--- config.mk ---
export PLATFORM = sky130hd
export DESIGN_NAME = mem_access_unit_flat
export DESIGN_NICKNAME = d
export VERILOG_FILES = /design/src/rtl/mem_access_unit_if.sv /design/src/rtl/mem_access_unit.sv /design/src/flat_wrapper.sv
export SDC_FILE = /design/constraint.sdc
export NUM_CORES = 1
export LEC_CHECK = 0
export BUFFER_PORTS_ARGS = -buffer_cell sky130_fd_sc_hd__buf_2
export CORE_MARGIN = 4
export CORE_UTILIZATION = 30
export DETAILED_ROUTE_END_ITERATION = 10
export GPL_TIMING_DRIVEN = 0
export MAX_ROUTING_LAYER = met4
export PLACE_DENSITY_LB_ADDON = 0.15
export SYNTH_ARGS = -nofsm -noshare
export SYNTH_HDL_FRONTEND = slang
export SYNTH_SLANG_ARGS = --single-unit
export TNS_END_PERCENT = 10
--- constraint.sdc ---
create_clock -name CLK -period 2.95 [get_ports CLK]
set_input_delay 0.295 -clock CLK [delete_from_list [all_inputs] [get_ports CLK]]
set_output_delay 0.295 -clock CLK [all_outputs]
set_load 0.03 [all_outputs]
--- src/rtl/mem_access_unit_if.sv ---
// Load/store request bus plus memory-side signals of mem_access_unit.
// slave = sequencer view, master = datapath/memory view.
interface mem_access_unit_if;
  logic        req;
  logic        we;
  logic [1:0]  size;
  logic        sign_ext;
  logic [31:0] addr;
  logic [31:0] wdata;
  logic [31:0] rdata;
  logic        done;
  logic        err;
  logic        busy;
  logic [31:0] Daddr;
  logic [31:0] DataIn;
  logic        mRD;
  logic        mWR;
  logic [31:0] mem_rdata;

  modport slave (
    input  req, we, size, sign_ext, addr, wdata, mem_rdata,
    output rdata, done, err, busy, Daddr, DataIn, mRD, mWR
  );

  modport master (
    output req, we, size, sign_ext, addr, wdata, mem_rdata,
    input  rdata, done, err, busy, Daddr, DataIn, mRD, mWR
  );
endinterface

--- src/rtl/mem_access_unit.sv ---
// Load/store sequencer for a word-wide big-endian data memory.
// Ports: CLK, Reset (sync, active-high), bus (request side + memory side).
module mem_access_unit #(
  parameter int unsigned ADDR_LIMIT = 256
) (
  input  logic             CLK,
  input  logic             Reset,
  mem_access_unit_if.slave bus
);

  localparam logic [1:0] S_IDLE = 2'd0;
  localparam logic [1:0] S_RD   = 2'd1;
  localparam logic [1:0] S_WR   = 2'd2;
  localparam logic [1:0] S_DONE = 2'd3;

  logic [1:0]  state_q, state_d;
  logic        we_q, we_d;
  logic [1:0]  size_q, size_d;
  logic        sext_q, sext_d;
  logic [1:0]  off_q, off_d;
  logic [15:0] wdata_q, wdata_d;
  logic        err_q, err_d;
  logic [31:0] rdata_q, rdata_d;
  logic [31:0] daddr_q, daddr_d;
  logic [31:0] datain_q, datain_d;

  // request checks, evaluated on the live bus in IDLE
  logic [2:0]  nbytes;
  logic [32:0] end_addr;
  logic        range_bad;
  logic        align_bad;
  logic        req_err;

  always_comb begin
    unique case (bus.size)
      2'b00:   nbytes = 3'd1;
      2'b01:   nbytes = 3'd2;
      default: nbytes = 3'd4;
    endcase
  end

  // 33-bit sum so addresses near 2^32 cannot wrap into range
  assign end_addr  = {1'b0, bus.addr} + {30'd0, nbytes};
  assign range_bad = end_addr > 33'(ADDR_LIMIT);
  assign align_bad = (bus.size == 2'b11)
                   | ((bus.size == 2'b01) & bus.addr[0])
                   | ((bus.size == 2'b10) & (|bus.addr[1:0]));
  assign req_err   = range_bad | align_bad;

  // lane extraction, big-endian: offset 0 is the MSB lane
  logic [7:0]  rd_byte;
  logic [15:0] rd_half;
  logic [31:0] load_val;
  logic [31:0] merged;

  always_comb begin
    unique case (off_q)
      2'd0:    rd_byte = bus.mem_rdata[31:24];
      2'd1:    rd_byte = bus.mem_rdata[23:16];
      2'd2:    rd_byte = bus.mem_rdata[15:8];
      default: rd_byte = bus.mem_rdata[7:0];
    endcase
  end

  assign rd_half = off_q[1] ? bus.mem_rdata[15:0]
                            : bus.mem_rdata[31:16];

  always_comb begin
    unique case (size_q)
      2'b00:
        load_val = sext_q ? {{24{rd_byte[7]}}, rd_byte}
                          : {24'd0, rd_byte};
      2'b01:
        load_val = sext_q ? {{16{rd_half[15]}}, rd_half}
                          : {16'd0, rd_half};
      default:
        load_val = bus.mem_rdata;
    endcase
  end

  always_comb begin
    merged = bus.mem_rdata;
    if (size_q == 2'b00) begin
      unique case (off_q)
        2'd0:    merged[31:24] = wdata_q[7:0];
        2'd1:    merged[23:16] = wdata_q[7:0];
        2'd2:    merged[15:8]  = wdata_q[7:0];
        default: merged[7:0]   = wdata_q[7:0];
      endcase
    end else if (off_q[1]) begin
      merged[15:0] = wdata_q;
    end else begin
      merged[31:16] = wdata_q;
    end
  end

  always_comb begin
    state_d  = state_q;
    we_d     = we_q;
    size_d   = size_q;
    sext_d   = sext_q;
    off_d    = off_q;
    wdata_d  = wdata_q;
    err_d    = err_q;
    rdata_d  = rdata_q;
    daddr_d  = daddr_q;
    datain_d = datain_q;
    unique case (state_q)
      S_IDLE: begin
        if (bus.req) begin
          we_d    = bus.we;
          size_d  = bus.size;
          sext_d  = bus.sign_ext;
          off_d   = bus.addr[1:0];
          wdata_d = bus.wdata[15:0];
          daddr_d = {bus.addr[31:2], 2'b00};
          err_d   = req_err;
          if (req_err) begin
            state_d = S_DONE;
          end else if (bus.we && bus.size == 2'b10) begin
            datain_d = bus.wdata;
            state_d  = S_WR;
          end else begin
            state_d = S_RD;
          end
        end
      end
      S_RD: begin
        if (we_q) begin
          datain_d = merged;
          state_d  = S_WR;
        end else begin
          rdata_d = load_val;
          state_d = S_DONE;
        end
      end
      S_WR:    state_d = S_DONE;
      default: state_d = S_IDLE;
    endcase
  end

  always_ff @(posedge CLK) begin
    if (Reset) begin
      state_q  <= S_IDLE;
      we_q     <= 1'b0;
      size_q   <= 2'b00;
      sext_q   <= 1'b0;
      off_q    <= 2'b00;
      wdata_q  <= 16'd0;
      err_q    <= 1'b0;
      rdata_q  <= 32'd0;
      daddr_q  <= 32'd0;
      datain_q <= 32'd0;
    end else begin
      state_q  <= state_d;
      we_q     <= we_d;
      size_q   <= size_d;
      sext_q   <= sext_d;
      off_q    <= off_d;
      wdata_q  <= wdata_d;
      err_q    <= err_d;
      rdata_q  <= rdata_d;
      daddr_q  <= daddr_d;
      datain_q <= datain_d;
    end
  end

  assign bus.done   = (state_q == S_DONE);
  assign bus.err    = (state_q == S_DONE) & err_q;
  assign bus.busy   = (state_q != S_IDLE);
  assign bus.mRD    = (state_q == S_RD);
  assign bus.mWR    = (state_q == S_WR);
  assign bus.rdata  = rdata_q;
  assign bus.Daddr  = daddr_q;
  assign bus.DataIn = datain_q;

endmodule

--- src/flat_wrapper.sv ---
// flat-port wrapper written by rule: the top's interface ports become plain ports
module mem_access_unit_flat 
#(
  parameter int unsigned ADDR_LIMIT = 256
)
  (CLK, Reset, bus_req, bus_we, bus_size, bus_sign_ext, bus_addr, bus_wdata, bus_mem_rdata, bus_rdata, bus_done, bus_err, bus_busy, bus_Daddr, bus_DataIn, bus_mRD, bus_mWR);
  mem_access_unit_if bus_i ();
  input  logic CLK;
  input  logic Reset;
  input wire logic [$bits(bus_i.req)-1:0] bus_req;
  input wire logic [$bits(bus_i.we)-1:0] bus_we;
  input wire logic [$bits(bus_i.size)-1:0] bus_size;
  input wire logic [$bits(bus_i.sign_ext)-1:0] bus_sign_ext;
  input wire logic [$bits(bus_i.addr)-1:0] bus_addr;
  input wire logic [$bits(bus_i.wdata)-1:0] bus_wdata;
  input wire logic [$bits(bus_i.mem_rdata)-1:0] bus_mem_rdata;
  output wire logic [$bits(bus_i.rdata)-1:0] bus_rdata;
  output wire logic [$bits(bus_i.done)-1:0] bus_done;
  output wire logic [$bits(bus_i.err)-1:0] bus_err;
  output wire logic [$bits(bus_i.busy)-1:0] bus_busy;
  output wire logic [$bits(bus_i.Daddr)-1:0] bus_Daddr;
  output wire logic [$bits(bus_i.DataIn)-1:0] bus_DataIn;
  output wire logic [$bits(bus_i.mRD)-1:0] bus_mRD;
  output wire logic [$bits(bus_i.mWR)-1:0] bus_mWR;
  assign bus_i.req = bus_req;
  assign bus_i.we = bus_we;
  assign bus_i.size = bus_size;
  assign bus_i.sign_ext = bus_sign_ext;
  assign bus_i.addr = bus_addr;
  assign bus_i.wdata = bus_wdata;
  assign bus_i.mem_rdata = bus_mem_rdata;
  assign bus_rdata = bus_i.rdata;
  assign bus_done = bus_i.done;
  assign bus_err = bus_i.err;
  assign bus_busy = bus_i.busy;
  assign bus_Daddr = bus_i.Daddr;
  assign bus_DataIn = bus_i.DataIn;
  assign bus_mRD = bus_i.mRD;
  assign bus_mWR = bus_i.mWR;
  mem_access_unit #(.ADDR_LIMIT(ADDR_LIMIT)) u_core (.CLK(CLK), .Reset(Reset), .bus(bus_i));
endmodule
==> results.cfg, run 1 <==
[detailed_routing]
dr.pass1.iters = 5
vias_per_cell = 5.29
route.detailed.drc = 0
drtAntennaViolNets = 0
drt-initial-drc-count = 721
wl_per_cell_um = 19.1
vias = 7659
totalWireLength_um = 27600

[clock_network]
cts.sinks = 119
holdBufCountCts = 0
cts_tree = done
htreeDepth = 4
clock_latency_ns = 0.43
clkTransAtPathRegs_ns = 0.06
cts_root_buf = clkbuf_16
numCtsBuffers = 17
clk_path_buf_depth = 2

[sta]
worst_slew_pin_slew_ns = 0.814
fin_skew_ns = 0.0105
whs_ns = 0.128
hold_viol = 0
slew_viol_final = 0
slew_headroom_pct = 45.7
finalCriticalPeriod_ns = 2.84
clock.fmax_mhz = 353
fin_crit_sh_pct = 96.2
setup_violations = 0
setup_tns_ns = 0
rsz0062_at_grt = false

[global_route]
grt-ovfl-total = 0
grt_usage_pct = 21.2
grt_pass1_vias = 7319
grt_max_degree = 17
grt_first_pass_wirelength_um = 42300
antenna_found_initial = 3

[layout]
stdcell_count = 1448
final_cell_mix = 197 x buf_2, 140 x nand2_1, 119 x dfxtp_1
fin_util_pct = 39.8
layout-drive-gt1-share_pct = 26.0
syn_to_final_growth_pct = 29.5
final_common_cell = buf_2
fin_nets = 1230

[logic_synthesis]
syn_area_um2 = 7020
async_flop_share_pct = 0
synth_area_leaders = dfxtp_1 34%, a21oi_1 8.1%, nand2_1 7.5%
netlist.area_leader.share_pct = 33.9
yosys_warnings = 0
ys_ff_latch = 119
synth.largest_area_cell = dfxtp_1
yosysSeqAreaShare_pct = 33.9
syn_inst = 901
synth_enable_flop_cells = 0
synth_flop_cell = dfxtp_1
synth_area_per_cell_um2 = 7.79
yosys.cell_types.count = 73

[floorplanning]
dieArea_um2 = 25900
pin_count = 204
dieWidth_um = 161
fp.coreArea_um2 = 22800
fp.dieH_um = 161
start_util_pct = 30.7
rows = 55

[worst_setup_path]
arrival_ns = 3.15
critPathKind = in2reg
required_ns = 3.26
cp-end-kind = flip-flop
r2r_cells = 8
crit_fanout = 11
crit_path_start_kind = primary input

[run_status]
status = finished, final reports clean

[place]
io_buffers = 195
gp_congestion = 0.881
post-dp-hpwl_um = 21200
dp_cells = 1410

[power]
power_density_nw_per_um2 = 908
leakagePower_nw = 3.77
ir_worst_vdd_v = 0.000383

[run]
maxCapViolCount = 0

[min_path]
hold_class = in2reg
hold_path_depth = 3
==> where the power goes <==
| group | internal, mW | switching (mW) | leakage [nW] |
|---|---|---|---|
| sequential | 2.03 | 0.255 | 0.972 |
| combinational | 1.16 | 2.63 | 2.51 |
| clock | 1.33 | 0.856 | 0.285 |
==> critical path, stage by stage <==
cell      delay [ns]
buf_2           0.15
clkbuf_1        0.13
ha_4            0.31
a21oi_1         0.08
and2_2          0.27
o31a_1          0.27
a2111o_1        0.38
nor4_4          0.26
buf_4           0.19
nand4_4         0.14
buf_6           0.17
and4_1          0.20
a311o_1         0.31
==> synth_stat cells (3+ instances only) <==
| cell type | n |
|---|---|
| a211oi_1 | 15 |
| a211oi_2 | 20 |
| a21o_1 | 3 |
| a21oi_1 | 114 |
| a22o_1 | 7 |
| a22oi_1 | 7 |
| a311o_1 | 8 |
| a31oi_1 | 8 |
| a32o_1 | 7 |
| a32oi_1 | 8 |
| and2_1 | 6 |
| and4_1 | 13 |
| buf_1 | 4 |
| buf_2 | 3 |
| buf_4 | 5 |
| buf_6 | 3 |
| clkbuf_1 | 52 |
| clkbuf_8 | 6 |
| dfxtp_1 | 119 |
| ha_1 | 7 |
| inv_1 | 41 |
| mux2i_1 | 26 |
| nand2_1 | 140 |
| nand2b_1 | 5 |
| nand3_1 | 16 |
| nand4_1 | 20 |
| nor2_1 | 57 |
| nor2b_1 | 7 |
| nor3_1 | 12 |
| nor4_1 | 9 |
| o211ai_1 | 15 |
| o21ai_0 | 58 |
| o221ai_1 | 16 |
| o22a_1 | 8 |
| o31ai_1 | 4 |
| or2_2 | 3 |
| or3_1 | 4 |
==> metal layers <==
metal / GRT usage [%] / routed length [um] / vias up / part of all wire, %
met5: - / 0 / - / 0
met4: 5.85 / 558 / 0 / 2.0
met3: 4.90 / 1880 / 51 / 6.8
met2: 31.5 / 12100 / 292 / 44
met1: 29.2 / 13100 / 3577 / 47
li1: - / - / 3739 / -
==> layout make-up <==
| class | instances | area (um2) |
|---|---|---|
| Timing Repair Buffer | 199 | 1010 |
| Multi-Input combinational cell | 667 | 4140 |
| Clock buffer | 17 | 425 |
| Clock inverter | 15 | 179 |
| Sequential cell | 119 | 2380 |
| Antenna cell | 3 | 7.51 |
| Buffer | 74 | 408 |
| Tap cell | 313 | 392 |
| Inverter | 41 | 154 |
| Fill cell | 2463 | 13800 |
==> per-stage QoR <==
step                      worst slack (ns)  total power [mW]  instance area, um2
after global routing                0.0363              8.75                9090
after global placement              -0.677              6.06                8390
final                                0.114              8.26                9090
after detailed placement            -0.721              6.06                8390
after CTS                          0.00182              8.27                9010
after floorplan                     0.0153              4.86                7020
==> final timing paths <==
check / start / endpoint / slack (ns)
hold reg to reg: u_core.bus.rdata[15]$_SDFFE_PP0P_ / u_core.bus.rdata[15]$_SDFFE_PP0P_ / 0.45
setup reg to reg: u_core.state_q[1]$_SDFFE_PP0P_ / u_core.bus.DataIn[20]$_SDFFE_PP0P_ / 0.39
hold / removal: bus_wdata[1] / u_core.wdata_q[1]$_SDFFE_PP0P_ / 0.13
setup / recovery: bus_size[1] / u_core.bus.DataIn[3]$_SDFFE_PP0P_ / 0.11
==> sequential cells by signal (all words and copies together), names as in the netlist <==
signal,cells
u_core.bus.DataIn,32
u_core.sext_q,1
u_core.wdata_q,16
u_core.bus.rdata,32
u_core.state_q,2
u_core.bus.Daddr,30
u_core.off_q,2
u_core.we_q,1
u_core.size_q,2
u_core.err_q,1
==> cells by family after synthesis <==
group,Yosys count,share of synthesized area [%]
adder cells (fa/ha/maj),8,1.53
multiplexers,28,4.03
flip-flops,119,33.9
other,1,0.0534
AND/OR/NAND/NOR,312,21.7
XOR/XNOR,4,0.499
buffers and inverters,116,8.02
AO/OA/AOI/OAI,313,30.2
==> repair_timing <==
| action | CTS | global route |
|---|---|---|
| gates resized for setup | 4 | 10 |
| setup endpoints to repair | 31 | 28 |
| hold endpoints to repair | 0 | 0 |
| pin swaps | 2 | 5 |
| setup buffers | 1 | 3 |
No activity file was read; power rests on OpenSTA's default activity.
==> run 2, diff against run 1 <==
--- a/config.mk
+++ b/config.mk
@@ -7,7 +7,7 @@
 export LEC_CHECK = 0
 export BUFFER_PORTS_ARGS = -buffer_cell sky130_fd_sc_hd__buf_2
 export CORE_MARGIN = 4
-export CORE_UTILIZATION = 30
+export CORE_UTILIZATION = 25
 export DETAILED_ROUTE_END_ITERATION = 10
 export GPL_TIMING_DRIVEN = 0
 export MAX_ROUTING_LAYER = met4
==> run 2 against run 1 <==
Against the previous run: largest cell class unchanged; flip-flop and latch count did not move; utilization down 6.8 points; worst hold slack got worse by 0.0095 ns; critical endpoint is now u_core.bus.DataIn[15]$_SDFFE_PP0P_; design area up 0.58%; sequential power about the same; largest power group unchanged.
==> results.cfg, run 2 (synthesis results as in run 1) <==
[run_status]
status = finished, final reports clean

[sta]
worst_slew_pin_slew_ns = 0.821
slew_headroom_pct = 44.9
rsz0062_at_grt = true
slew_viol_final = 0
setup_violations = 0
fin_skew_ns = 0.0148
clock.fmax_mhz = 352
setup_slack_ns = 0.106
hold_viol = 0
finalCriticalPeriod_ns = 2.84
setup_tns_ns = 0
fin_crit_sh_pct = 96.4

[power]
power_density_nw_per_um2 = 890
leakagePower_nw = 3.75
total_power_mw = 8.14
ir_worst_vdd_v = 0.000351

[detailed_routing]
drtAntennaViolNets = 0
dr.pass1.iters = 5
wl_per_cell_um = 19.0
route.detailed.drc = 0
drt-initial-drc-count = 559
totalWireLength_um = 28800
vias_per_cell = 5.01
vias = 7608

[floorplanning]
dieArea_um2 = 30800
fp.coreArea_um2 = 27700
pin_count = 204
start_util_pct = 25.3
dieWidth_um = 176
rows = 61
fp.dieH_um = 176

[clock_network]
htreeDepth = 4
cts.sinks = 119
clock_latency_ns = 0.43
clk_path_buf_depth = 2
cts_root_buf = clkbuf_16
cts_tree = done
numCtsBuffers = 17
clkTransAtPathRegs_ns = 0.06
holdBufCountCts = 0

[layout]
final_common_cell = buf_2
seqCellArea_um2 = 2380
multiInputGateArea_um2 = 4120
stdcell_count = 1519
fin_nets = 1231
syn_to_final_growth_pct = 30.2
fill_cells = 3080
final_cell_mix = 198 x buf_2, 140 x nand2_1, 119 x dfxtp_1
layout-drive-gt1-share_pct = 25.8
postLayoutCellArea_um2 = 9140

[worst_setup_path]
reg2reg_to = u_core.bus.DataIn[6]$_SDFFE_PP0P_
max_stage_delay_ns = 0.42
required_ns = 3.25
r2r_cells = 7
crit_fanout = 10
cp-startpoint = bus_size[1]
slowest_stage = fa_1
arrival_ns = 3.14
reg2reg_from = u_core.state_q[1]$_SDFFE_PP0P_
critPathKind = in2reg
cp-end-kind = flip-flop
path_cells = buf_2, nor2_1, ha_1, fa_1, xor2_1, or3_4, nor3_2, o311ai_1, a22oi_2, nand4_4, buf_6, a211oi_1, a211oi_2
crit_path_start_kind = primary input
r2r_slack_ns = 0.41
crit_path_end = u_core.bus.DataIn[15]$_SDFFE_PP0P_

[global_route]
grt_usage_pct = 18.7
grt_first_pass_wirelength_um = 43700
grt_max_degree = 17
grt-ovfl-total = 0
antenna_found_initial = 8
grt_pass1_vias = 7474

[place]
placed_area_um2 = 8470
gp_congestion = 0.866
dp_cells = 1475
preCtsSetupSlack_ns = -0.736
post-dp-hpwl_um = 22600
io_buffers = 195

[run]
maxCapViolCount = 0

[min_path]
hold_class = in2reg
## run 2: report_power, final
group / switching (mW) / internal [mW]
sequential: 0.253 / 2.03
clock: 0.857 / 1.21
combinational: 2.64 / 1.15
## run 2: worst min-delay path by stage
stage               cells past startpoint                               start                                 end
floorplan                               2                       bus_wdata[10]     u_core.wdata_q[10]$_SDFFE_PP0P_
finish                                  3                       bus_wdata[11]     u_core.wdata_q[11]$_SDFFE_PP0P_
global placement                        2  u_core.bus.DataIn[31]$_SDFFE_PP0P_  u_core.bus.DataIn[31]$_SDFFE_PP0P_
detailed placement                      2  u_core.bus.DataIn[26]$_SDFFE_PP0P_  u_core.bus.DataIn[26]$_SDFFE_PP0P_
CTS                                     3                        bus_sign_ext          u_core.sext_q$_SDFFE_PP0P_
global route                            3                        bus_sign_ext          u_core.sext_q$_SDFFE_PP0P_
## run 2: worst max-delay path, delay by kind of cell
family	cells	cell delay, ns
buffers and inverters	2	0.37
XOR/XNOR	1	0.16
AND/OR/NAND/NOR	4	0.82
AO/OA/AOI/OAI	4	0.88
adder cells (fa/ha/maj)	2	0.62
## run 2: stage by stage
step                hold WS (ns)  util, %
floorplan                  0.431        -
global placement           0.440     30.6
detailed placement         0.442     30.6
CTS                        0.107     32.8
global route               0.108     33.0
finish                     0.119     33.0
## run 2: cell type report
| type | count | area share [%] |
|---|---|---|
| multi-input cells | 667 | 45.0 |
| flip-flops and latches | 119 | 26.1 |
| repair buffers | 199 | 11.0 |
| well taps | 378 | 5.17 |
| clock buffers | 19 | 4.95 |
| plain buffers | 75 | 4.54 |
| inverters | 41 | 1.68 |
| clock inverters | 13 | 1.33 |
| diodes | 8 | 0.219 |
## run 2: repair_timing
item                                    CTS  global route
pin swaps                                 2             3
gates resized for setup                   3            10
gates cloned                              0             0
endpoints found under the setup margin   32            29
buffers inserted                          3             1
## run 2: routing by layer
layer,track usage (%),part of all wire [%],vias to the layer above
li1,-,-,3757
met1,24.4,45,3606
met2,29.5,47,234
met3,5.17,6.6,11
met4,3.25,0.74,0
met5,-,0,-
